==> src/rtl/button_event_classifier_if.sv <==
// Signal bundle between the button source and the event classifier.
// The source (master) drives the debounced level; the classifier (slave) returns event pulses.
interface button_event_classifier_if;
  logic level_i;
  logic short_o;
  logic long_o;
  logic double_o;
  logic held_o;

  modport master (
    output level_i,
    input  short_o,
    input  long_o,
    input  double_o,
    input  held_o
  );

  modport slave (
    input  level_i,
    output short_o,
    output long_o,
    output double_o,
    output held_o
  );
endinterface

==> src/rtl/button_event_classifier.sv <==
// Classifies debounced button gestures into short press, long press and double click,
// emitting one registered single-cycle pulse per gesture.
module button_event_classifier #(
  parameter int ClkFreq       = 100_000_000,
  parameter int LongPressMs   = 800,
  parameter int DoubleClickMs = 250
) (
  input logic                      clk_i,
  input logic                      rst_i,
  button_event_classifier_if.slave bus
);

  localparam int LongCycles = ClkFreq / 1000 * LongPressMs;
  localparam int DblCycles  = ClkFreq / 1000 * DoubleClickMs;
  localparam int MaxCycles  = (LongCycles > DblCycles) ? LongCycles : DblCycles;
  localparam int CntW       = $clog2(MaxCycles + 1);

  if (ClkFreq % 1000 != 0) begin : g_bad_clk_freq
    $error("button_event_classifier: ClkFreq must be a multiple of 1000");
  end
  if (LongCycles < 2 || DblCycles < 2) begin : g_bad_cycles
    $error("button_event_classifier: LongCycles and DblCycles must both be >= 2");
  end

  typedef enum logic [2:0] {
    IDLE,
    PRESS,
    LONG,
    WAIT,
    DPRESS
  } state_t;

  state_t          state;
  logic [CntW-1:0] cnt;
  logic            prev_q;
  logic            short_q;
  logic            long_q;
  logic            double_q;
  logic            held_q;
  logic            rise;
  logic            fall;

  assign rise = bus.level_i & ~prev_q;
  assign fall = ~bus.level_i & prev_q;

  // prev_q resets high so a button held through reset must be released before it counts.
  always_ff @(posedge clk_i or posedge rst_i) begin
    if (rst_i) begin
      state    <= IDLE;
      cnt      <= '0;
      prev_q   <= 1'b1;
      short_q  <= 1'b0;
      long_q   <= 1'b0;
      double_q <= 1'b0;
      held_q   <= 1'b0;
    end else begin
      prev_q   <= bus.level_i;
      short_q  <= 1'b0;
      long_q   <= 1'b0;
      double_q <= 1'b0;
      case (state)
        IDLE: begin
          if (rise) begin
            state <= PRESS;
            cnt   <= '0;
          end
        end
        PRESS: begin
          cnt <= cnt + CntW'(1);
          if (fall) begin
            state <= WAIT;
            cnt   <= '0;
          end else if (cnt == CntW'(LongCycles - 1)) begin
            state  <= LONG;
            long_q <= 1'b1;
            held_q <= 1'b1;
          end
        end
        LONG: begin
          if (fall) begin
            state  <= IDLE;
            held_q <= 1'b0;
          end
        end
        // A second press inside the window wins over a timeout on the same edge.
        WAIT: begin
          cnt <= cnt + CntW'(1);
          if (rise) begin
            state    <= DPRESS;
            double_q <= 1'b1;
          end else if (cnt == CntW'(DblCycles - 1)) begin
            state   <= IDLE;
            short_q <= 1'b1;
          end
        end
        DPRESS: begin
          if (fall) begin
            state <= IDLE;
          end
        end
        default: begin
          state  <= IDLE;
          held_q <= 1'b0;
        end
      endcase
    end
  end

  assign bus.short_o  = short_q;
  assign bus.long_o   = long_q;
  assign bus.double_o = double_q;
  assign bus.held_o   = held_q;

endmodule

==> src/flat_wrapper.sv <==
// flat-port wrapper written by rule: the top's interface ports become plain ports
module button_event_classifier_flat 
#(
  parameter int ClkFreq       = 100_000_000,
  parameter int LongPressMs   = 800,
  parameter int DoubleClickMs = 250
)
  (clk_i, rst_i, bus_level_i, bus_short_o, bus_long_o, bus_double_o, bus_held_o);
  button_event_classifier_if bus_i ();
  input logic clk_i;
  input logic rst_i;
  input wire logic [$bits(bus_i.level_i)-1:0] bus_level_i;
  output wire logic [$bits(bus_i.short_o)-1:0] bus_short_o;
  output wire logic [$bits(bus_i.long_o)-1:0] bus_long_o;
  output wire logic [$bits(bus_i.double_o)-1:0] bus_double_o;
  output wire logic [$bits(bus_i.held_o)-1:0] bus_held_o;
  assign bus_i.level_i = bus_level_i;
  assign bus_short_o = bus_i.short_o;
  assign bus_long_o = bus_i.long_o;
  assign bus_double_o = bus_i.double_o;
  assign bus_held_o = bus_i.held_o;
  button_event_classifier #(.ClkFreq(ClkFreq), .LongPressMs(LongPressMs), .DoubleClickMs(DoubleClickMs)) u_core (.clk_i(clk_i), .rst_i(rst_i), .bus(bus_i));
endmodule
==> config.mk <==
export PLATFORM = sky130hd
export DESIGN_NAME = button_event_classifier_flat
export DESIGN_NICKNAME = d
export VERILOG_FILES = /design/src/rtl/button_event_classifier_if.sv /design/src/rtl/button_event_classifier.sv /design/src/flat_wrapper.sv
export SDC_FILE = /design/constraint.sdc
export NUM_CORES = 1
export LEC_CHECK = 0
export CORE_MARGIN = 2
export CORE_UTILIZATION = 50
export CTS_CLUSTER_SIZE = 28
export DETAILED_ROUTE_END_ITERATION = 12
export MAX_ROUTING_LAYER = met4
export PLACE_DENSITY = 0.65
export RECOVER_POWER = 25
export SETUP_SLACK_MARGIN = 0.4
export SLEW_MARGIN = 10
export SYNTH_ARGS = -nofsm -noshare
export SYNTH_HDL_FRONTEND = slang
export SYNTH_SLANG_ARGS = --single-unit
==> constraint.sdc <==
create_clock -name clk_i -period 2.4 [get_ports clk_i]
set_clock_uncertainty 0.15 [all_clocks]
set_input_delay 0.48 -clock clk_i [delete_from_list [all_inputs] [get_ports clk_i]]
set_output_delay 0.48 -clock clk_i [all_outputs]
set_load 0.02 [all_outputs]
==> flow_metrics.tcl, run 1 <==
set metrics [dict create \
    dp_hpwl_mm 3.23 \
    cp_slowest_cell "dfrtp_2" \
    layout-drive-gt1-share 0.263 \
    status "finished clean" \
    rsz0062_at_grt "yes" \
    groute.usage.overall 0.262 \
    crit_fanout 7 \
    crit_end "u_core.cnt[18]" \
    worstSetupPathType "reg2reg" \
    synthCells 206 \
    whs_path_depth 2 \
    path_common_cell "buf_4" \
    total_power_mw 1.69 \
    finalNetCount 243 \
    leakagePower_nw 0.958 \
    clock_latency_ns 0.29 \
    synth_area_leaders "dfrtp_1 (44%), a21oi_1 (4.1%), or4_1 (3.8%)" \
    yosysUniqueCellTypes 49 \
    synth_top_area_frac 0.436 \
    cp.depth 6 \
    cts_buffers 5 \
    drtIter0Drc 147 \
    cts.sinks 35 \
    drt_wl_total_mm 4.96 \
    portBuffers 6 \
    post_drt_wl_per_cell_um 17.2 \
    drc_errors 0 \
    via_per_inst 6.37 \
    syn_nets 210 \
    max_stage_delay_ns 0.44 \
    synth_area_um2 1950 \
    die_w_um 66.5 \
    synth.most_common_cell "dfrtp_1" \
    critical_path.cell_chain "nor4b_4 > buf_4 > o211ai_1 > buf_4 > or3_4 > a21oi_2" \
    io_pins 7 \
    yosys_warnings 0 \
    busiest_layer "met2" \
    synth_edf_count 0 \
    min_period_ns 2.07 \
    reg2reg_slack_ns 0.33 \
    diodes 0 \
    endpoint_kind "flip-flop" \
    worst_setup_path_start_kind "flip-flop" \
    hold_violations 0 \
    cts_root_buf "clkbuf_8" \
    max_slew_margin 0.426 \
    htreeDepth 2 \
    grt_pass1_vias 1734 \
    synth_top_flop_cell "dfrtp_1" \
    post-route-period-util 0.863 \
    powerDensity_nw_per_um2 692 \
    cts_tree "built" \
    start_util 0.526 \
    path_delay_family "simple AND/OR/NAND/NOR gates" \
    grt_util_met3 0.0625 \
    fin_hold_ws_ns 0.336 \
    die_h_um 66.5 \
    reg2regPathDepth 6 \
    ys_async_sr_fraction 1.00 \
    ys_seq_area_frac 0.449 \
    cp.arrival_ns 2.15 \
    cts.clk_slew.worst_paths_ns 0.07 \
    routabilityCongestion 0.895 \
    grt_first_pass_wirelength_mm 8.34 \
    cts_max_path_buffers 2 \
    dieArea_um2 4420 \
    met2_usage 0.393 \
    slew_viol_final 0 \
    rr_startpoint "u_core.state[2]" \
    postSynthAreaPerCell_um2 9.48 \
    crit_start "u_core.state[2]" \
    max_freq_mhz 483 \
    yosys-top-cells-count "dfrtp_1 (34), nand2_1 (19), a21oi_1 (16), o21ai_0 (14), nand3_1 (12)" \
    worstMarginPinSlew_ns 0.860 \
    first_pass_iters 4 \
    ys_ff_latch 35 \
    num_rows 22 \
    maxCapViolCount 0 \
    core-area_um2 3720 \
    crit_buf_inv 2 \
    area_delta_synth_final_pct 25.0 \
    grtUsageMet1 0.345 \
    final-setup-viol-count 0 \
    hold_path.class "reg2reg" \
    peakVddDrop_v 0.000516 \
    gr-total-overflow 0 \
    reg2reg_to "u_core.cnt[18]" \
    required_ns 2.48 \
    antenna_found_initial 0 \
    yosys.area.top_type "dfrtp_1" \
    vias 1834 \
    grt_max_degree 36 \
    ant_nets 0 \
]
[area by class of cell]
class	instances	area (µm²)
Clock buffer	8	100
Fill cell	307	1270
Inverter	5	18.8
Multi-Input combinational cell	158	1110
Sequential cell	35	880
Tap cell	48	60.1
Timing Repair Buffer	34	270
[cells by family (layout without fill, tap and decap cells)]
family | Yosys count | count (layout) | share of synthesized area
simple gates | 97 | 97 | 0.306
compound gates | 53 | 53 | 0.176
flops | 35 | 35 | 0.449
buf+inv | 13 | 47 | 0.0269
mux | 5 | 5 | 0.0263
xor+xnor | 2 | 2 | 0.00897
fa+ha+maj | 1 | 1 | 0.00641
[worst min-delay path: stages, from the launching register on]
cell,delay [ns]
dfrtp_1,0.35
nand2_1,0.05
o21ai_0,0.06
[per-layer routing]
metal  up-vias  routed length [µm]
met1       908                2170
met3         9                 339
met4         0                  92
li1        856                   -
met2        61                2350
met5         -                   0
[per-stage QoR]
step	utilization	cell area (µm²)	setup slack [ns]	std cells	TNS [ns]
2_1_floorplan	-	1960	0.436	206	0
3_3_place_gp	0.579	2150	-0.0491	266	-0.246
3_5_place_dp	0.579	2150	-0.103	266	-0.750
4_1_cts	0.631	2340	0.368	284	0
5_1_grt	0.657	2440	0.249	288	0
6_report	0.657	2440	0.328	288	0
[power by group]
group | switching (mW) | internal (mW) | total (mW)
Combinational | 0.315 | 0.211 | 0.526
Sequential | 0.0547 | 0.636 | 0.691
Clock | 0.212 | 0.262 | 0.474
Total | 0.581 | 1.11 | 1.69
[registers in the layout, indices dropped and copies added, names as in the netlist]
| name | flops |
|---|---|
| u_core.cnt | 27 |
| u_core.state | 3 |
| u_core.bus.held_o | 1 |
| u_core.bus.long_o | 1 |
| u_core.bus.double_o | 1 |
| u_core.bus.short_o | 1 |
| u_core.prev_q | 1 |
[what timing repair did]
action | 4_1_cts | 5_1_grt
endpoints found under the setup margin | 21 | 23
setup buffers | 9 | 4
cloned | 1 | 0
hold buffers | 0 | 0
gates resized for setup | 8 | 16
pin swaps | 10 | 12
[cells in the final DEF (no fill, tap or decap), drive strengths merged, types with 2 or more instances in the layout]
master / n
o41ai: 2
dfrtp: 34
o211ai: 2
and4: 3
or3: 8
nor3: 3
nand3: 12
inv: 5
mux2i: 4
or4: 11
nand4: 4
nand2b: 3
nor4: 4
a21oi: 16
a31oi: 3
clkdlybuf4s50: 4
nor3b: 3
clkbuf: 10
nor2: 9
buf: 26
nor4b: 3
o31ai: 8
nand2: 19
and3: 7
o21ai: 14
nor2b: 2
xnor2: 2
[how the worst min path moves through the flow]
stage,slack (ns),start,end
2_1_floorplan,0.33,u_core.cnt[10],u_core.cnt[10]
3_3_place_gp,0.31,u_core.bus.held_o,u_core.bus.held_o
3_5_place_dp,0.33,u_core.bus.held_o,u_core.bus.held_o
4_1_cts,0.34,u_core.bus.held_o,u_core.bus.held_o
5_1_grt,0.39,u_core.bus.held_o,u_core.bus.held_o
6_report,0.34,u_core.bus.held_o,u_core.bus.held_o
No activity file was read; power rests on OpenSTA's default activity.
==> inputs of run 2 (changes only) <==
- DONT_BUFFER_PORTS: unset -> 1
- PLACE_DENSITY: 0.65 -> 0.63
==> flow_metrics.tcl, run 2 (synthesized netlist as in run 1, its figures left out) <==
set metrics [dict create \
    vias 1872 \
    worst_setup_path_start_kind "flip-flop" \
    mostFrequentLayoutCell "dfrtp_1" \
    io_pins 7 \
    die_h_um 66.5 \
    max_slew_margin 0.413 \
    dieArea_um2 4420 \
    htreeDepth 2 \
    leakagePower_nw 0.985 \
    pre_cts_ws_ns 0.107 \
    top_register "u_core.cnt" \
    maxCapViolCount 0 \
    hold_violations 0 \
    final_cell_mix "dfrtp_1 (31), buf_4 (23), nand2_1 (19), o21ai_0 (14), nand3_1 (11)" \
    num_rows 22 \
    max_freq_mhz 472 \
    reg_top3 "u_core.cnt (27), u_core.state (3)" \
    ant_nets 0 \
    portBuffers 0 \
    cts.clk_slew.worst_paths_ns 0.07 \
    drtIter0Drc 244 \
    cts_root_buf "clkbuf_8" \
    slew_viol_final 0 \
    dp_hpwl_mm 3.23 \
    drc_errors 0 \
    post-route-period-util 0.883 \
    via_per_inst 6.61 \
    post_drt_wl_per_cell_um 19.3 \
    layout-drive-gt1-share 0.336 \
    setup_tns_ns 0 \
    cts_max_path_buffers 2 \
    cp.arrival_ns 2.10 \
    start_util 0.526 \
    grt_pass1_vias 1728 \
    rsz0062_at_grt "yes" \
    cts_buffers 5 \
    routabilityCongestion 0.885 \
    worstSetupPathType "reg2reg" \
    finalNetCount 238 \
    hold_path.class "in2reg" \
    core-area_um2 3720 \
    cts_tree "built" \
    final-setup-viol-count 0 \
    clock_latency_ns 0.29 \
    area_delta_synth_final_pct 28.2 \
    cts.sinks 35 \
    diodes 0 \
    drt_wl_total_mm 5.45 \
    peakVddDrop_v 0.000424 \
    required_ns 2.38 \
    min_period_ns 2.12 \
    first_pass_iters 5 \
    die_w_um 66.5 \
    grt_max_degree 36 \
    gr-total-overflow 0 \
    worstMarginPinSlew_ns 0.880 \
    largest_reg_flops 27 \
    powerDensity_nw_per_um2 682 \
    crit_fanout 5 \
    groute.usage.overall 0.267 \
    status "finished clean" \
    grt_first_pass_wirelength_mm 8.56 \
    endpoint_kind "flip-flop" \
    postLayoutSetupSlackWorst_ns 0.281 \
    antenna_found_initial 0 \
    ctsHoldBuffers 0 \
]
-- run 2: changes by cell type in the layout (fill, tap and decap cells not counted), sizes merged --
| cell | previous run | this run |
|---|---|---|
| clkdlybuf4s50 | 4 | 0 |
| o2111ai | 1 | 2 |
| buf | 26 | 27 |
| clkbuf | 10 | 9 |
| dlygate4sd3 | 1 | 0 |
| dlygate4sd2 | 1 | 0 |
-- run 2: report_power, final --
part           internal [mW]  total, mW  switching, mW
Sequential             0.636      0.703         0.0668
Clock                  0.262      0.468          0.206
Combinational          0.203      0.536          0.334
Total                   1.10       1.71          0.606
-- run 2: worst paths after layout --
| check | startpoint | slack, ns | end | depth (start not counted) |
|---|---|---|---|---|
| setup / recovery | u_core.cnt[6] | 0.28 | u_core.state[0] | 4 |
| hold / removal | bus_level_i | 0.03 | u_core.prev_q | 0 |
| setup reg to reg | u_core.cnt[6] | 0.28 | u_core.state[0] | 4 |
| hold reg to reg | u_core.cnt[2] | 0.41 | u_core.cnt[2] | 1 |
| max in group asynchronous | rst_i | 1.31 | u_core.cnt[19] | 2 |
| min in group asynchronous | rst_i | 0.19 | u_core.cnt[1] | 2 |
-- run 2: layout make-up --
type                            count  area [µm²]
Timing Repair Buffer               28         223
Fill cell                         286        1210
Inverter                            5        18.8
Sequential cell                    35         881
Multi-Input combinational cell    159        1220
Clock buffer                        8         100
Tap cell                           48        60.1
-- run 2: worst max-delay path, cell delays in order, from the launching register on --
cell,delay [ns]
dfrtp_1,0.45
or4_1,0.52
or4_4,0.46
o31ai_4,0.23
o211ai_1,0.15
-- run 2: metrics by stage --
stage	cells	instance area (µm²)	util	hold WS [ns]	power, mW
finish	283	2500	0.674	0.0348	1.71
global route	283	2500	0.674	0.0208	1.81
CTS	274	2300	0.618	0.0315	1.64
detailed placement	254	2050	0.551	0.335	1.13
global placement	254	2050	0.551	0.335	1.12
floorplan	206	1960	-	0.329	1.01
-- run 2: routing by layer --
layer / GRT usage / vias to the layer above / part of all wire
met5: - / - / 0
met4: 0.110 / 0 / 0.026
met3: 0.0591 / 19 / 0.055
met2: 0.386 / 72 / 0.46
met1: 0.365 / 923 / 0.46
li1: - / 858 / -
-- run 2: timing repair --
action | in CTS | in global routing
setup endpoints to repair | 20 | 24
cloned | 1 | 0
buffers inserted | 11 | 9
resized for setup | 9 | 32
pin swaps | 14 | 16
